==> src/rtl/dmem_arbiter.sv <==
// Two-port round-robin arbiter and sequencer for a single-cycle data memory.
// One request in flight at a time; each gets a registered response with an out-of-range flag.
module dmem_arbiter #(
  parameter int unsigned DEPTH = 16,
  parameter int unsigned AW    = 32,
  parameter int unsigned DW    = 32
) (
  input  logic          clk,
  input  logic          rst,

  input  logic          a_req,
  input  logic          a_we,
  input  logic [AW-1:0] a_addr,
  input  logic [DW-1:0] a_wdata,
  output logic          a_gnt,
  output logic          a_rvalid,
  output logic [DW-1:0] a_rdata,
  output logic          a_rerr,

  input  logic          b_req,
  input  logic          b_we,
  input  logic [AW-1:0] b_addr,
  input  logic [DW-1:0] b_wdata,
  output logic          b_gnt,
  output logic          b_rvalid,
  output logic [DW-1:0] b_rdata,
  output logic          b_rerr,

  output logic          mem_isLd,
  output logic          mem_isSt,
  output logic [AW-1:0] mem_address,
  output logic [DW-1:0] mem_data_in,
  input  logic [DW-1:0] mem_data_out
);

  typedef enum logic {
    IDLE   = 1'b0,
    ACCESS = 1'b1
  } state_t;

  localparam logic          PORT_A = 1'b0;
  localparam logic          PORT_B = 1'b1;
  localparam logic [AW-1:0] LIMIT  = AW'(DEPTH);

  state_t        state;
  state_t        state_nxt;
  logic          last_win;
  logic          cmd_port;
  logic          cmd_we;
  logic [AW-1:0] cmd_addr;
  logic [DW-1:0] cmd_wdata;

  logic          grant;
  logic          winner;
  logic          in_range;
  logic [DW-1:0] rsp_data;

  // Arbitration: a tie goes to the port that did not win last time.
  always_comb begin
    grant  = 1'b0;
    winner = PORT_A;
    if (state == IDLE && !rst) begin
      if (a_req && b_req) begin
        grant  = 1'b1;
        winner = (last_win == PORT_B) ? PORT_A : PORT_B;
      end else if (a_req) begin
        grant  = 1'b1;
        winner = PORT_A;
      end else if (b_req) begin
        grant  = 1'b1;
        winner = PORT_B;
      end
    end
  end

  always_comb begin
    a_gnt = grant && (winner == PORT_A);
    b_gnt = grant && (winner == PORT_B);
  end

  always_comb begin
    state_nxt = state;
    case (state)
      IDLE:    if (grant) state_nxt = ACCESS;
      ACCESS:  state_nxt = IDLE;
      default: state_nxt = IDLE;
    endcase
  end

  always_comb begin
    in_range = (cmd_addr < LIMIT);
    rsp_data = (in_range && !cmd_we) ? mem_data_out : '0;
  end

  // Enables are masked by rst so a reset landing in ACCESS cannot commit the store.
  always_comb begin
    mem_isLd    = 1'b0;
    mem_isSt    = 1'b0;
    mem_address = '0;
    mem_data_in = '0;
    if (state == ACCESS && !rst && in_range) begin
      mem_isLd    = !cmd_we;
      mem_isSt    = cmd_we;
      mem_address = cmd_addr;
      mem_data_in = cmd_wdata;
    end
  end

  always_ff @(posedge clk) begin
    if (rst) begin
      state    <= IDLE;
      last_win <= PORT_B;
    end else begin
      state <= state_nxt;
      if (grant) last_win <= winner;
    end
  end

  always_ff @(posedge clk) begin
    if (rst) begin
      cmd_port  <= PORT_A;
      cmd_we    <= 1'b0;
      cmd_addr  <= '0;
      cmd_wdata <= '0;
    end else if (grant) begin
      cmd_port  <= winner;
      cmd_we    <= (winner == PORT_B) ? b_we    : a_we;
      cmd_addr  <= (winner == PORT_B) ? b_addr  : a_addr;
      cmd_wdata <= (winner == PORT_B) ? b_wdata : a_wdata;
    end
  end

  always_ff @(posedge clk) begin
    if (rst) begin
      a_rvalid <= 1'b0;
      a_rdata  <= '0;
      a_rerr   <= 1'b0;
      b_rvalid <= 1'b0;
      b_rdata  <= '0;
      b_rerr   <= 1'b0;
    end else begin
      a_rvalid <= 1'b0;
      b_rvalid <= 1'b0;
      if (state == ACCESS) begin
        if (cmd_port == PORT_A) begin
          a_rvalid <= 1'b1;
          a_rdata  <= rsp_data;
          a_rerr   <= !in_range;
        end else begin
          b_rvalid <= 1'b1;
          b_rdata  <= rsp_data;
          b_rerr   <= !in_range;
        end
      end
    end
  end

endmodule

==> config.mk <==
export PLATFORM = sky130hd
export DESIGN_NAME = dmem_arbiter
export DESIGN_NICKNAME = d
export VERILOG_FILES = /design/src/rtl/dmem_arbiter.sv
export SDC_FILE = /design/constraint.sdc
export NUM_CORES = 1
export LEC_CHECK = 0
export ABC_AREA = 1
export BUFFER_PORTS_ARGS = -buffer_cell sky130_fd_sc_hd__buf_2
export CORE_AREA = 2 2 117 119
export CTS_CLUSTER_SIZE = 25
export DETAILED_ROUTE_END_ITERATION = 8
export DIE_AREA = 0 0 119 121
export PLACE_DENSITY = 0.78
export REMOVE_ABC_BUFFERS = 1
export SYNTH_ARGS = -nofsm -noshare
export SYNTH_HDL_FRONTEND = slang
export SYNTH_SLANG_ARGS = --single-unit
==> constraint.sdc <==
create_clock -name clk -period 1.52 [get_ports clk]
set_input_delay 0.228 -clock clk [delete_from_list [all_inputs] [get_ports clk]]
set_output_delay 0.228 -clock clk [all_outputs]
set_load 0.01 [all_outputs]
; ---- Word level (Yosys, flattened, before mapping)
; Index checks and enable logic that the tools add are counted.
[totals]
wordCells = 49
reg_bits = 136
input_bits = 166
out_inout_bits = 136
[classes]
n_lt_le_gt_ge = 1
bitwise = 3
n_reduce_logical = 13
n_mux = 20
[op_table]
columns = cell, n
row1 = $mux 32, 5
row2 = $lt 32x5->1 const B, 1
row3 = $mux 1, 14
row4 = $logic_and 1x1->1, 7
row5 = $reduce_and 2->1, 2
row6 = $logic_not 1->1, 3
row7 = $not 1->1, 3
row8 = $pmux 1 s2, 1
row9 = $reduce_or 2->1, 1

; ---- Logic depth before layout (Yosys ltp)
[depth]
ltp_word = 6
mapped_depth = 10
depth_no_buf = 7

; ---- Worst setup path after synthesis
; No wires, ideal clock.
[synth_timing]
kind = register -> output
from = reg cmd_addr[8]
to = out mem_address[0]
arrival_ns = 1.264
required_ns = 1.292
slack_ns = 0.028
path_stages_with_launch = 9
n_path_buf = 1
cell_sequence = dfxtp_1 nor2_1 nand2_1 nor2_1 nand2_1 nor2_4 nand2_2 buf_2 nor2_1
[synth_via]
elab_chain_cells = 3
[synth_lines]
columns = item, line_no
row1 = from (decl), 50  ; logic [AW-1:0] cmd_addr;
row2 = from (signal assigned), 128  ; cmd_addr <= (winner == PORT_B) ? b_addr : a_addr;
row3 = $lt 32x5->1, 91  ; in_range = (cmd_addr < LIMIT);
row4 = $logic_and 1x1->1, 101  ; if (state == ACCESS && !rst && in_range) begin
row5 = $mux 32, 101
row6 = to (decl), 31  ; output logic [AW-1:0] mem_address,
; Every way passes these cells.

; ---- Worst setup path in the final report
[layout_timing]
from = reg cmd_addr[10]
to = out mem_data_in[10]
[layout_via]
elab_chain_cells = 3
[layout_lines]
columns = item, line_no
row1 = $lt 32x5->1, 91
row2 = $logic_and 1x1->1, 101
row3 = $mux 32, 101
row4 = to (decl), 32  ; output logic [DW-1:0] mem_data_in,
; Every way passes these cells.

==> reports/metrics.yaml <==
violations: "setup timing"
hold_viol_final: 0
cts.path.max_buffers: 2
setup_slack_ps: -560
numCtsBuffers: 17
stdcell_count: 1293
timing.rr.end: "b_rdata[22]"
rows: 42
hp-class: "in -> reg"
yosysUniqueCellTypes: 26
slowest_delay_ps: 310
drc: 0
grt_pass1_wl_um: 29000
rrSetupSlack_ps: -110
clkTransAtPathRegs_ps: 60
skew_ps: 9.99
initial_utilization: 0.452
overflow: 0
crit_chain: "nor2_1 > nand2_1 > nor2_2 > nand2_2 > nor2_4 > nand2_4 > buf_16 > nor2_1 > buf_2"
numClockSinks: 136
ys_ff_latch: 136
final_common_cell: "buf_2"
place_inst: 1228
rsz0062_at_grt: "yes"
cts_tree: "yes"
slew_headroom: 0.560
htreeDepth: 4
antenna_found_initial: 2
drt-pass1-iter-count: 5
power_frac_seq: 0.396
dpl_cell_area_um2: 7400
io_pins: 302
tightest_slew_ps: 660
fin_crit_sh: 1.37
insertion_delay_ps: 430
powerDensity_nw_per_um2: 1040
dieArea_um2: 14400
gp_congestion: 0.867
worstHoldEndpoint: "cmd_wdata[8]"
vias: 6700
combPwrFrac: 0.180
finalSetupViolations: 104
cts_root_buf: "clkbuf_16"
crit_slowest_cell: "dfxtp_1"
ys_warn_count: 0
die_h_um: 121
fin_util: 0.731
die_x_um: 119
hold_buffers: 0
fmax_mhz: 481
syn_area_per_cell_um2: 7.25
drtIter0Drc: 612
timing.rr.start: "cmd_addr[10]"
grt_use_total: 0.255
vias_per_cell: 5.18
cp-end-kind: "primary output"
grt_pass1_vias: 5820
power.internal_mw: 7.22
dp.final_hpwl_um: 12400
fillerInstances: 1001
switching_share: 0.275
ys_seq_area_frac: 0.460
hp-start: "b_wdata[8]"
grt_max_degree: 71
start_kind: "register"
nets: 1268
cp_max_fo: 18
rr_worst_depth: 10
p_clk_frac: 0.424
syn_inst: 816
routedWlPerCell_um: 16.6
core_um2: 13100
syn-cell-area_um2: 5920
area_growth_pct: 61.5
p_sw_mw: 2.73
cp.arrival_ps: 1850
cp_data_required_time_ps: 1290
port_buffers: 273
postLayoutCellArea_um2: 9560
ant_nets: 0
path_class: "reg -> out"
peakVddDrop_mv: 0.682
p_leak_nw: 4.06
hold_depth: 3
final_cell_mix: "271 x buf_2, 133 x dfxtp_1, 120 x nor2_1"
drv_slew: 0
drv_cap: 0
wl_um: 21400
outcome: "complete, but fails checks"
drive_above_1_share: 0.478
fin_crit_ps: 2080
crit_top_cell: "nor2_1"
==> through the flow <==
step           hold WS (ps)  total power [mW]  setup slack, ps  TNS (ps)
2_1_floorplan           297              4.65            -1100   -113750
3_3_place_gp            445              5.27            -17.6      -391
3_5_place_dp            454              5.28            -64.5     -1900
4_1_cts                42.2              9.60             -494    -25210
5_1_grt                56.7              10.3             -755    -38260
6_report               42.4              9.95             -560    -23100
==> cell usage after synthesis, drive strengths merged <==
master / count / share of area
o21ai: 137 / 0.12
nor2: 167 / 0.11
nand2: 65 / 0.042
o21a: 1 / 0.0013
clkbuf: 33 / 0.021
a31o: 2 / 0.0030
nor3: 1 / 0.00084
and2: 1 / 0.0011
buf: 61 / 0.070
and3: 1 / 0.0011
a21oi: 113 / 0.096
conb: 1 / 0.00063
o32ai: 10 / 0.015
dfxtp: 136 / 0.46
inv: 44 / 0.028
nand3: 42 / 0.036
clkinv: 1 / 0.00063
==> worst max-delay path: cells and delay by family (launching register included) <==
family / cells / cell delay (ps)
flip-flops: 1 / 310
buffers and inverters: 2 / 340
AND/OR/NAND/NOR: 7 / 790
==> registers in the layout, indices dropped and copies added, names as in the netlist <==
name,flops
b_rerr,1
cmd_wdata,32
b_rvalid,1
cmd_port,1
cmd_addr,32
last_win,1
a_rerr,1
a_rdata,32
state,1
cmd_we,1
b_rdata,32
a_rvalid,1
==> area by class of cell <==
cell class	instances	area [um2]	share of cell area
clock inverters	13	153	0.0160
repair buffers	333	2310	0.241
inverters	45	190	0.0199
diodes	2	5.00	0.000523
clock buffers	19	453	0.0474
flip-flops and latches	136	2730	0.285
multi-input cells	568	3500	0.366
repair inverters	1	8.76	0.000916
well taps	176	220	0.0230
==> power by group through the flow <==
| stage | logic (mW) | clock network (mW) | registers, mW |
|---|---|---|---|
| global placement | 1.26 | 0 | 4.00 |
| CTS | 1.41 | 4.25 | 3.94 |
| global route | 1.93 | 4.41 | 3.97 |
| floorplan | 0.601 | 0 | 4.04 |
| finish | 1.79 | 4.22 | 3.95 |
| detailed placement | 1.28 | 0 | 4.01 |
==> kinds of logic (layout without fill, tap and decap cells) <==
group           count (synthesis)  after routing  share of synthesized area
buf+inv                       139            411                      0.120
other cells                     1             30                   0.000634
simple gates                  277            277                      0.189
flops                         136            136                      0.460
compound gates                263            263                      0.230
==> timing repair <==
item	4_1_cts	5_1_grt
endpoints found under the hold margin	0	0
gates cloned	5	11
pin swaps	16	62
buffers inserted	14	7
resized for setup	64	206
setup endpoints to repair	49	162
==> per-layer routing <==
metal	wire length, um	part of all wire	global-route usage
met5	0	0	0
met4	695	0.032	0.121
met3	1150	0.054	0.0540
met2	10700	0.50	0.412
met1	8840	0.41	0.327
==> how the worst max path moves through the flow <==
stage | from | endpoint | slack, ps | cells after the start
floorplan | state | a_rdata[0] | -1100 | 4
global placement | cmd_addr[8] | mem_isSt | -20 | 9
detailed placement | cmd_addr[8] | mem_data_in[26] | -60 | 9
CTS | cmd_addr[30] | mem_address[3] | -490 | 9
global route | cmd_addr[10] | mem_data_in[10] | -760 | 9
finish | cmd_addr[10] | mem_data_in[10] | -560 | 9
Power figures use the tool's default switching activity.
